**src/rtl/smc_header_feeder.sv**
```systemverilog
// Locates the SNES cartridge header (LoROM or HiROM, optionally behind a 512-byte
// copier header) by checksum/complement probe, then streams its 64 bytes downstream.
module smc_header_feeder #(
    parameter int                ADDR_W  = 24,
    parameter logic [ADDR_W-1:0] LO_BASE = ADDR_W'(24'h007FC0),
    parameter logic [ADDR_W-1:0] HI_BASE = ADDR_W'(24'h00FFC0)
) (
    input  logic              clk,
    input  logic              resetn,
    input  logic              start,
    input  logic              copier,
    output logic [ADDR_W-1:0] mem_addr,
    output logic              mem_rd,
    input  logic              mem_ack,
    input  logic [7:0]        mem_q,
    output logic [7:0]        rom_d,
    output logic              rom_strb,
    output logic              busy,
    output logic              done,
    output logic              hirom,
    output logic              hdr_valid
);

    typedef enum logic [2:0] {IDLE, PROBE, DECIDE, FEED, DONE} state_t;

    localparam logic [ADDR_W-1:0] COPIER_OFF = ADDR_W'(24'h000200);
    localparam logic [ADDR_W-1:0] CSUM_OFF   = ADDR_W'(24'h00001C);

    state_t            state_q, state_d;
    logic              rd_q, rd_d;
    logic [ADDR_W-1:0] addr_q, addr_d;
    logic [ADDR_W-1:0] off_q, off_d;
    logic [2:0]        idx_q, idx_d;
    logic [5:0]        cnt_q, cnt_d;
    logic              fin_q, fin_d;
    logic [7:0]        rom_d_q, rom_d_d;
    logic              strb_q, strb_d;
    logic              hirom_q, hirom_d;
    logic              hv_q, hv_d;
    logic              probe_we;
    logic [7:0]        probe_q [8];

    logic              ack_ok;
    logic              lo_ok, hi_ok;
    logic [ADDR_W-1:0] probe_addr, feed_addr;

    // Only an ack that answers our own outstanding request counts.
    assign ack_ok = rd_q && mem_ack;

    // Candidate is valid when the complement word XOR the checksum word is all ones.
    assign lo_ok = (({probe_q[1], probe_q[0]} ^ {probe_q[3], probe_q[2]}) == 16'hFFFF);
    assign hi_ok = (({probe_q[5], probe_q[4]} ^ {probe_q[7], probe_q[6]}) == 16'hFFFF);

    assign probe_addr = (idx_q[2] ? HI_BASE : LO_BASE) + off_q + CSUM_OFF
                        + ADDR_W'(idx_q[1:0]);
    assign feed_addr  = (hirom_q ? HI_BASE : LO_BASE) + off_q + ADDR_W'(cnt_q);

    always_ff @(posedge clk) begin
        if (!resetn) begin
            state_q <= IDLE;
            rd_q    <= 1'b0;
            addr_q  <= '0;
            off_q   <= '0;
            idx_q   <= '0;
            cnt_q   <= '0;
            fin_q   <= 1'b0;
            rom_d_q <= '0;
            strb_q  <= 1'b0;
            hirom_q <= 1'b0;
            hv_q    <= 1'b0;
        end else begin
            state_q <= state_d;
            rd_q    <= rd_d;
            addr_q  <= addr_d;
            off_q   <= off_d;
            idx_q   <= idx_d;
            cnt_q   <= cnt_d;
            fin_q   <= fin_d;
            rom_d_q <= rom_d_d;
            strb_q  <= strb_d;
            hirom_q <= hirom_d;
            hv_q    <= hv_d;
        end
    end

    always_ff @(posedge clk) begin
        if (probe_we) begin
            probe_q[idx_q] <= mem_q;
        end
    end

    always_comb begin
        state_d  = state_q;
        rd_d     = rd_q;
        addr_d   = addr_q;
        off_d    = off_q;
        idx_d    = idx_q;
        cnt_d    = cnt_q;
        fin_d    = fin_q;
        rom_d_d  = rom_d_q;
        strb_d   = 1'b0;
        hirom_d  = hirom_q;
        hv_d     = hv_q;
        probe_we = 1'b0;
        case (state_q)
            IDLE, DONE: begin
                if (start) begin
                    state_d = PROBE;
                    off_d   = copier ? COPIER_OFF : '0;
                    idx_d   = '0;
                    cnt_d   = '0;
                    fin_d   = 1'b0;
                    hirom_d = 1'b0;
                    hv_d    = 1'b0;
                end
            end
            PROBE: begin
                if (ack_ok) begin
                    rd_d     = 1'b0;
                    probe_we = 1'b1;
                    if (idx_q == 3'd7) begin
                        state_d = DECIDE;
                    end else begin
                        idx_d = idx_q + 3'd1;
                    end
                end else if (!rd_q) begin
                    rd_d   = 1'b1;
                    addr_d = probe_addr;
                end
            end
            DECIDE: begin
                state_d = FEED;
                cnt_d   = '0;
                if (lo_ok) begin
                    hirom_d = 1'b0;
                    hv_d    = 1'b1;
                end else if (hi_ok) begin
                    hirom_d = 1'b1;
                    hv_d    = 1'b1;
                end else begin
                    hirom_d = 1'b0;
                    hv_d    = 1'b0;
                end
            end
            FEED: begin
                if (ack_ok) begin
                    rd_d    = 1'b0;
                    rom_d_d = mem_q;
                    strb_d  = 1'b1;
                    // Latch termination instead of letting the 6-bit counter wrap.
                    if (cnt_q == 6'd63) begin
                        fin_d = 1'b1;
                    end else begin
                        cnt_d = cnt_q + 6'd1;
                    end
                end else if (!rd_q) begin
                    if (fin_q) begin
                        state_d = DONE;
                    end else begin
                        rd_d   = 1'b1;
                        addr_d = feed_addr;
                    end
                end
            end
            default: state_d = IDLE;
        endcase
    end

    assign mem_rd    = rd_q;
    assign mem_addr  = addr_q;
    assign rom_d     = rom_d_q;
    assign rom_strb  = strb_q;
    assign busy      = (state_q == PROBE) || (state_q == DECIDE) || (state_q == FEED);
    assign done      = (state_q == DONE);
    assign hirom     = hirom_q;
    assign hdr_valid = hv_q;

endmodule

```
**config.mk**
```make
export PLATFORM = sky130hd
export DESIGN_NAME = smc_header_feeder
export DESIGN_NICKNAME = d
export VERILOG_FILES = /design/src/rtl/smc_header_feeder.sv
export SDC_FILE = /design/constraint.sdc
export NUM_CORES = 1
export LEC_CHECK = 0
export ABC_AREA = 1
export CORE_UTILIZATION = 55
export DETAILED_ROUTE_END_ITERATION = 7
export PLACE_DENSITY = 0.74
export SLEW_MARGIN = 10
export SYNTH_ARGS = -nofsm -noshare
export SYNTH_HDL_FRONTEND = slang
export SYNTH_SLANG_ARGS = --single-unit
```
**constraint.sdc**
```tcl
create_clock -name clk -period 2.7 [get_ports clk]
set_clock_uncertainty 0.1 [all_clocks]
set_input_delay 0.405 -clock clk [delete_from_list [all_inputs] [get_ports clk]]
set_output_delay 0.405 -clock clk [all_outputs]
set_load 0.01 [all_outputs]
```
# Word-level counts from Yosys, hierarchy flattened
# Memory sizes are Yosys's and may differ from the RTL's.
# Index checks and enable logic that the tools add are counted.
[op_classes]
n_bitwise = 2
n_div = 0
eq_ne = 21
add_sub_neg = 7
n_shift = 0
n_mux = 42
multipliers = 0
reduce_logical = 19
magnitude_cmp = 0
[ops]
columns = ["cell", "n"]
rows = [
  ["2-to-1 mux 24 bit", 5],
  ["adder 16 x 24 -> 24 bit", 2],
  ["case mux 24 bit (2 select lines)", 1],
  ["equality test 16 bit (second input constant)", 2],
  ["2-to-1 mux 16 bit", 2],
  ["XOR 16 bit", 2],
  ["2-to-1 mux 3 bit", 9],
  ["inequality test 2 bit (second input constant)", 13],
  ["adder 24 x 2 -> 24 bit", 1],
  ["adder 24 x 5 -> 24 bit (second input constant)", 1],
  ["adder 24 x 6 -> 24 bit", 1],
  ["2-to-1 mux 6 bit", 3],
  ["case mux 6 bit (3 select lines)", 1],
  ["2-to-1 mux 1 bit", 14],
  ["case mux 3 bit (4 select lines)", 1],
  ["AND reduction 4 bit", 3],
  ["AND reduction 6 bit", 2],
  ["2-to-1 mux 10 bit", 1],
  ["case mux 1 bit (2 select lines)", 4],
  ["AND reduction 2 bit", 4],
  ["nonzero test 2 bit", 4],
  ["adder 6 x 1 -> 6 bit (second input constant)", 1],
  ["equality test 3 x 2 -> 1 bit (second input constant)", 2],
  ["equality test 3 bit (second input constant)", 2],
  ["other kinds (9)", 10],
]
[totals]
rom_bits = 0
reg_bits = 73
latch_bits = 0
out_inout_bits = 38
wordCells = 103
ram_bits = 64
memories = 1
input_bits = 13
[memory_table]
columns = ["memory", "words", "width", "rd", "rd_clocked_by_memory_dff", "write_ports", "line", "source"]
rows = [
  ["probe_q", 8, 8, 8, 0, 1, "41", "logic [7:0] probe_q [8];"],
]

# Depth between registers and ports, before layout
# Gate-level depths: netlist of run 1.
[depth]
depth_word = 7
depth_mapped = 10
depth_no_buf = 10

# Worst setup path after synthesis of run 1
# Ideal clock, no wire load.
[synth_timing]
path_kind = "flip-flop to flip-flop"
start = "register rd_q (netlist: mem_rd)"
end = "memory probe_q[0][0] (enable)"
t_arrival_ps = 1498
n_path_buf = 0
period_less_slack_ps = 1981
t_required_ps = 2217
stages_incl_launch_ff = 5
path_slack_ps = 719
setup_ps = 383
cell_sequence = "dfxtp_1 nand2_1 nor2_1 nand2_1 nor3_1"
[synth_via]
elab_chain_len = 5
[synth_rtl]
columns = ["element", "line", "source"]
rows = [
  ["start: declaration", "30", "logic rd_q, rd_d;"],
  ["start signal: assignment", "73", "rd_q <= rd_d;"],
  ["logical AND 1 bit", "48", "assign ack_ok = rd_q && mem_ack;"],
  ["2-to-1 mux 1 bit", "118", "if (ack_ok) begin"],
  ["2-to-1 mux 1 bit", "105", "case (state_q)"],
  ["2-to-1 mux 1 bit", "87", "if (probe_we) begin"],
  ["2-to-1 mux 1 bit (implied by the code)", "88", "probe_q[idx_q] <= mem_q;"],
  ["end: declaration", "41", ""],
]
# Every way passes these cells.

# Worst setup path in the final report of run 1
[layout_timing]
start = "register state_q[0]"
end = "output busy"
[layout_via]
elab_chain_len = 3
elab_cells_between_ends = 5
classes_between = "eq/ne (3); reduce/logical (2)"
[layout_rtl]
columns = ["element", "line", "source"]
rows = [
  ["start: declaration", "29", "state_t state_q, state_d;"],
  ["start signal: assignment", "72", "state_q <= state_d;"],
  ["equality test 3 x 1 -> 1 bit or equality test 3 x 2 -> 1 bit (tied branches)", "173", "assign busy = (state_q == PROBE) || (state_q == DECIDE) || (state_q == FEED);"],
  ["logical OR 1 bit", "173", ""],
  ["logical OR 1 bit *", "173", ""],
  ["end: declaration", "18", "output logic busy,"],
]
# Every way passes the cells marked *; elsewhere a longest branch is shown, timed or not.

==> results summary, run 1 <==
The total vias in the final route is 3426. The synthesis-stage register bit count came out at 100. The post-synthesis async set-or-reset flop share came out at 0%. The cell sitting at the root of the clock tree is a sky130_fd_sc_hd__clkbuf_8. The commonest cells after synthesis are sky130_fd_sc_hd__nand2_1 (138), sky130_fd_sc_hd__nor2_1 (83), sky130_fd_sc_hd__inv_1 (65), sky130_fd_sc_hd__edfxtp_1 (64), sky130_fd_sc_hd__dfxtp_1 (36). The post-route netlist has 8.26% of its cells at a drive strength greater than 1. The least setup slack across all paths after layout is 0.412 ns. The initial standard-cell utilization of the core is 57.8%. The family of cells with the greatest summed delay on the critical path is buffers and inverters. The number of buffers inserted by post-CTS setup repair is 0.

The critical path contains buffers and inverters numbering 3 combined. Counting tap cells, the placed design contains a total of 655 instances. The path class of the lowest-slack min-delay path is flop to flop. Data arrives at the worst endpoint at 1.78 ns. The final critical path takes up 84.7% of the cycle. The run finished with clean final reports. Summed over all layers, the global routing overflow is 0. The height of the die is 93.0 um. The number of cells traversed by the worst register-to-register path is 6.

For this block, the initial DRC count from the detailed router was 247. The slowest stage of the critical path is the sky130_fd_sc_hd__clkdlybuf4s50_1 cell. The longest clock path from root to sink contains 2 buffers.

In the post-synthesis netlist, the biggest area contributors are sky130_fd_sc_hd__edfxtp_1 (42%), sky130_fd_sc_hd__dfxtp_1 (16%), sky130_fd_sc_hd__nand2_1 (11%). At the worst endpoint, the required time is 2.19 ns. The sum of negative setup slack came out at 0 ns. The number of nets in the layout is 582.

The power density relative to cell area is 594 mW/mm2. The die is 93.0 um wide. The number of flops mapped to enable cells by yosys came out at 64. In this run, CTS created clock tree buffers numbering 9.

Input and output buffers added on the ports amount to 43. In the final routed layout, each cell accounts on average for 14.5 um. For this run, design rule violations remaining after detail routing come to 0. The type of destination of the critical path is a primary output.

The cell taking the most area after synthesis is sky130_fd_sc_hd__edfxtp_1. For hold timing, the worst endpoint is fin_q. The most used standard cell by instance count after synthesis is sky130_fd_sc_hd__nand2_1.

The cell with the most instances on the worst path is sky130_fd_sc_hd__inv_2. The pin count of the biggest net entering global routing is 19. The depth of the CTS H-tree came out at 3.

The clock transition at the register clock pins on the worst setup and hold paths after CTS is 0.09 ns. The routability-driven placement congestion ratio came out at 0.865. For this design, the sink count on the clock tree is 100. TritonCTS built the clock tree.

The placeable core region is 0.00789 mm2. The maximum VDD drop is 0.287 mV. The full die area came out at 0.00865 mm2. The number of distinct library cells after synthesis is 36. The sum of routed wire length over all layers came out at 9710 um. Setup violations remaining at the end of the flow were counted as 0. The worst register-to-register path ends at probe_q[0][0].

The number of gates given a new drive strength after cts came out at 0. The mean area per synthesized cell came out at 8.87 um2. The highest achievable clock rate came out at 437 MHz.

Pin placement for this block handled 51 I/O pins. The post-synth design cell area came out at 0.00456 mm2. The worst hold slack is 0.396 ns. The site row count came out at 32. The minimum setup slack among reg-to-reg paths is 0.86 ns. The number of warnings printed during yosys synthesis is 0. The shortest clock period the worst path allows after layout is 2.29 ns. The number of buffers added to fix hold violations after cts is 0. The number of iterations in the first detailed-routing pass is 5.

The post-synthesis to final-layout area growth came out at 14.9%. The via count of the first global-routing pass came out at 3266. The kind of start point of the critical path is a flop. The number of stages on the worst hold path is 2. The area share of the largest cell type after synthesis came out at 42.2%. For this run, the slowest stage of the critical path takes 0.55 ns.

The post-synthesis sequential area ratio came out at 58.0%. The number of maximum-capacitance constraint violations came out at 0. The mean number of vias per cell came out at 5.11. The most used flip-flop cell after synthesis is sky130_fd_sc_hd__edfxtp_1. The finished layout cell area is 0.00524 mm2. Clock latency on the worst-skew pair, taken at its later pin, is 0.36 ns. The global-route wire length before repair came out at 15900 um. The overall track demand over capacity in global routing is 24.6%. The worst register-to-register path begins at state_q[1].

The instance count of the mapped netlist is 514. In this run the most critical hold path is launched from fin_q. The leakage power figure is 2.23 nW. Traced cell by cell, the critical path runs through inv_2, nand2_4, inv_2, nor2_1, clkdlybuf4s50_1.

The number of cells in the finished layout apart from fillers is 671. The final max-slew violation count came out at 0. The total count of hold-check failures in the final report is 0. The pre-CTS setup slack is 0.459 ns. The initial antenna violation count came out at 0. Setup repair after global routing left no endpoint under its margin. The count of nets left with antenna violations after detail routing came out at 0. The placed wire-length estimate after detailed placement came out at 6830 um. The kind of critical path is flop to primary output. The number of antenna diodes in the final layout is 0. Summing all placed instances gives a cell area of 0.00506 mm2.

The biggest fanout along the worst timing path came out at 6.
worst max-delay path by stage:
stage	from	endpoint	slack [ns]	depth (start not counted)
final	state_q[0]	busy	0.41	5
after global routing	state_q[0]	busy	0.32	5
after CTS	state_q[0]	busy	0.40	5
after detailed placement	mem_ack	probe_q[0][5]	0.46	6
after global placement	mem_ack	probe_q[0][4]	0.52	6
after floorplan	mem_rd	probe_q[0][0]	0.72	4
layout make-up:
class | count | area (um2)
clock buffers | 12 | 145
flip-flops and latches | 100 | 2640
multi-input cells | 329 | 1520
fillers | 636 | 2650
inverters | 72 | 275
clock inverters | 4 | 25.0
repair buffers | 52 | 498
well taps | 102 | 128
per-stage QoR:
step | power (mW) | util (%)
5_1_grt | 3.27 | 66.4
4_1_cts | 3.12 | 66.4
2_1_floorplan | 2.10 | -
3_3_place_gp | 2.27 | 64.2
3_5_place_dp | 2.29 | 64.2
6_report | 3.11 | 66.4
logic make-up after synthesis:
logic type,Yosys count,synth area share (%)
buffers and inverters,91,9.12
AND/OR/NAND/NOR,259,23.6
other,1,0.0823
adder cells (fa/ha/maj),5,1.37
XOR/XNOR,8,1.54
AO/OA/AOI/OAI,50,6.34
flip-flops,100,58.0
tightest hold or removal path: cells and delay by family, from the launching register on:
family	cells	cell delay, ns
simple gates	1	0.06
compound gates	1	0.06
flops	1	0.34
layout by cell type, fill, tap and decap left out, drive strengths merged, types with 2 or more instances in the layout:
master         Yosys  routed
nor2              90      90
clkdlybuf4s50      0      43
o21ai             27      27
xor2               3       3
dfxtp             36      36
o31ai              2       2
nor3               5       5
edfxtp            64      64
a31oi              5       5
or2                2       2
inv               71      71
nand3             20      20
buf               17       9
clkbuf             2      12
xnor2              5       5
clkinv             1       3
clkinvlp           0       2
a21oi             14      14
conb               1       7
nand2            141     141
ha                 5       5
state kept, by name (all words and copies together) (netlist names), 3 cells and up:
name      cells
idx_q         3
mem_addr     10
cnt_q         6
probe_q      64
rom_d         8
state_q       3
power by group:
group | leakage, nW | switching, mW | total [mW] | internal (mW)
Combinational | 1.28 | 0.289 | 0.497 | 0.208
Clock | 0.0824 | 0.497 | 0.856 | 0.358
Sequential | 0.869 | 0.0722 | 1.76 | 1.69
Total | 2.23 | 0.859 | 3.11 | 2.25
per-layer routing:
| metal | vias to the layer above | global-route usage, % | wire length (um) |
|---|---|---|---|
| met4 | 0 | 8.46 | 127 |
| met1 | 1598 | 36.2 | 4810 |
| met5 | - | 0 | 0 |
| li1 | 1715 | - | - |
| met3 | 17 | 4.63 | 517 |
| met2 | 96 | 36.5 | 4260 |
Note: power is estimated with default switching activity, not from simulation.
==> run 2: changes to the inputs <==
Settings changed: CORE_UTILIZATION 55 to 51, PLACE_DENSITY 0.74 to 0.72.
Clock period 2.7 ns to 2 ns, I/O delays scaled along.
==> results summary, run 2 (synthesized netlist as in run 1, its figures left out) <==
The worst hold path startpoint was mem_addr[2] (was fin_q). The average routed wire per standard cell is 13.0 um (was 14.5 um). The final routed DRC violation total is 0 (unchanged). The post-synthesis to final-layout area growth is 16.1% (was 14.9%).

The number of I/O port buffers came to 43 (unchanged). The leakage power figure is 2.28 nW (was 2.23 nW). The placeable core region is 0.00868 mm2 (was 0.00789 mm2). The fraction of layout instances using a drive strength above 1 came out at 9.09% (was 8.26%). The number of antenna diodes came to 0 (unchanged). The post-route core utilization is 61.0% (was 66.4%). For this run, the top clock speed supported by timing is 550 MHz.

The most common cell after layout, fill and taps aside is sky130_fd_sc_hd__nand2_1 (unchanged). The switching share of power came out at 26.5% (was 27.6%). The total count of hold-check failures in the final report is 0 (unchanged). The width of the chip is 96.5 um (was 93.0 um).

The final setup violation count was 0 (unchanged). The power consumption came out at 4.26 mW (was 3.11 mW). The clock latency reported for the late side of the worst-skew pair came to 0.35 ns (was 0.36 ns). The data arrival at the endpoint of the critical path came to 1.42 ns (was 1.78 ns). Status: finished, final reports clean (unchanged). The startpoint of the worst setup timing path is state_q[1] (was state_q[0]). The kind of start point of the critical path was a flop (unchanged). The I/O pin count is 51 (unchanged). The global-route wire length before repair is 14000 um (was 15900 um). The largest register by flop count was probe_q (unchanged). The kind of critical path is flop to primary output (unchanged). The full die area is 0.00932 mm2 (was 0.00865 mm2). The cell internal power dissipation is 3.13 mW (was 2.25 mW). Unrepaired setup endpoints after global routing: no (unchanged).

The number of buffers inserted by post-CTS setup repair came out at 0 (unchanged). The clock buffer count from CTS is 9 (unchanged). The number of flip-flops under the largest register name is 64 (unchanged). The total vias in the final route is 3322 (was 3426). The initial standard-cell utilization of the core is 52.5% (was 57.8%). The number of iterations in the first detailed-routing pass is 4 (was 5). The height of the die is 96.5 um (was 93.0 um).

The CTS tree was built (unchanged). The number of cells in the finished layout apart from fillers was 680 (was 671). The cell total after placement came out at 664 (was 655). The sum of routed wire length over all layers came out at 8810 um (was 9710 um). The maximum VDD drop came to 0.428 mV (was 0.287 mV).

The count of nets left with antenna violations after detail routing is 0 (unchanged). The site row count is 34 (was 32). The source of the worst register-to-register timing path is state_q[1] (unchanged). The final max-slew violation count is 0 (unchanged).

The biggest fanout along the worst timing path came out at 5 (was 6). The switching power came out at 1.13 mW (was 859 uW). The pin count of the biggest net entering global routing is 19 (unchanged). The cell chosen for the clock root is sky130_fd_sc_hd__clkbuf_8 (unchanged). The proportion of power drawn by the clock network came to 28.9% (was 27.5%). The type of destination of the critical path is a primary output (unchanged). The clock sink count came to 100 (unchanged). The part of the total power dissipated in combinational logic is 15.4% (was 16.0%). The placed wire-length estimate after detailed placement is 6260 um (was 6830 um).

Most frequent cells in the layout: sky130_fd_sc_hd__nand2_1 (138), sky130_fd_sc_hd__nor2_1 (83), sky130_fd_sc_hd__inv_1 (65) (unchanged). The path class of the lowest-slack min-delay path is flop to flop (unchanged). The sum of negative setup slack is 0 ns (unchanged). The overall track demand over capacity in global routing came out at 20.7% (was 24.6%).

The worst path required time came out at 1.60 ns (was 2.19 ns). The worst path uses 90.9% of the clock period. The number of design-rule violations left by the first detailed-router iteration came out at 144 (was 247). The sequential power share was 55.7% (was 56.5%). The depth of the CTS H-tree is 3 (unchanged).

The number of buffers added to fix hold violations after cts came out at 0 (unchanged). The via count of the first global-routing pass came to 3003 (was 3266). The shortest clock period the worst path allows after layout is 1.82 ns. The overall overflow remaining after global route was 0 (unchanged). The number of nets in the layout was 585 (was 582). The power density relative to cell area is 805 mW/mm2 (was 594 mW/mm2). The clock transition at the register clock pins on the worst setup and hold paths after CTS came out at 0.09 ns (about the same).

The routability-driven placement congestion ratio is 0.836 (was 0.865). The number of maximum-capacitance constraint violations came to 0 (unchanged). The mean number of vias per cell is 4.89 (was 5.11).

The initial antenna violation count is 0 (unchanged). The clock tree buffer depth is 2 (unchanged).
[run 2: changes by cell type in the layout (fill, tap and decap cells not counted), moves of 2 or more]
| cell | delta |
|---|---|
| sky130_fd_sc_hd__clkbuf_1 | -2 |
| sky130_fd_sc_hd__clkinv_4 | +2 |
| sky130_fd_sc_hd__buf_4 | +3 |
| sky130_fd_sc_hd__clkinv_1 | +2 |
| sky130_fd_sc_hd__dfxtp_1 | -2 |
| sky130_fd_sc_hd__clkdlybuf4s50_1 | -2 |
[run 2: stage by stage]
stage	hold WS (ns)	instance area (um2)	worst slack (ns)
floorplan	0.299	4580	0.0190
global placement	0.356	5090	0.0541
detailed placement	0.371	5090	0.0233
CTS	0.386	5290	0.0133
global route	0.411	5290	0.102
finish	0.386	5290	0.183
[run 2: routing by layer]
metal  track usage (%)  wire, um  vias to the layer above  share of wire (%)
li1                  -         -                     1720                  -
met1              28.2      4130                     1534                 47
met2              32.9      4240                       58                 48
met3              3.76       341                       10                3.9
met4              7.84       103                        0                1.2
met5                 0         0                        -                  0
[run 2: final cells by class]
class	instances	area, um2
fill	740	3390
sequential	100	2650
multi-input combinational	329	1520
timing repair buffer	55	522
inverter	72	275
tap	108	135
clock buffer	9	124
clock inverter	7	67.6
[run 2: worst max-delay path: stages (launching register included)]
cell                            delay, ns
sky130_fd_sc_hd__dfxtp_2             0.39
sky130_fd_sc_hd__inv_1               0.10
sky130_fd_sc_hd__nand2_4             0.12
sky130_fd_sc_hd__inv_2               0.06
sky130_fd_sc_hd__nor2_1              0.11
sky130_fd_sc_hd__dlygate4sd2_1       0.28
[run 2: final timing paths]
| check | to | slack (ns) | depth (start not counted) |
|---|---|---|---|
| setup reg to reg | probe_q[2][1] | 0.23 | 6 |
| hold / removal | mem_addr[2] | 0.39 | 2 |
| hold reg to reg | mem_addr[2] | 0.39 | 2 |
| setup / recovery | busy | 0.18 | 5 |
[run 2: power groups by stage]
stage	clock network, mW	registers [mW]	logic (mW)
final	1.23	2.37	0.655
after floorplan	0	2.42	0.423
after global placement	0	2.42	0.652
after global routing	1.34	2.39	0.741
after CTS	1.26	2.37	0.659
after detailed placement	0	2.42	0.659
[run 2: what timing repair did]
| item | in CTS | in global routing |
|---|---|---|
| resized for setup | 4 | 1 |
| endpoints found under the setup margin | 2 | 1 |
| pin swaps | 0 | 0 |
==> run 3: changes to the inputs <==
Settings changed: SKIP_LAST_GASP from default to 1, SLEW_MARGIN 10 to default.
==> results of run 3 <==
The final DEF is identical to that of run 2; final timing and power are the same.
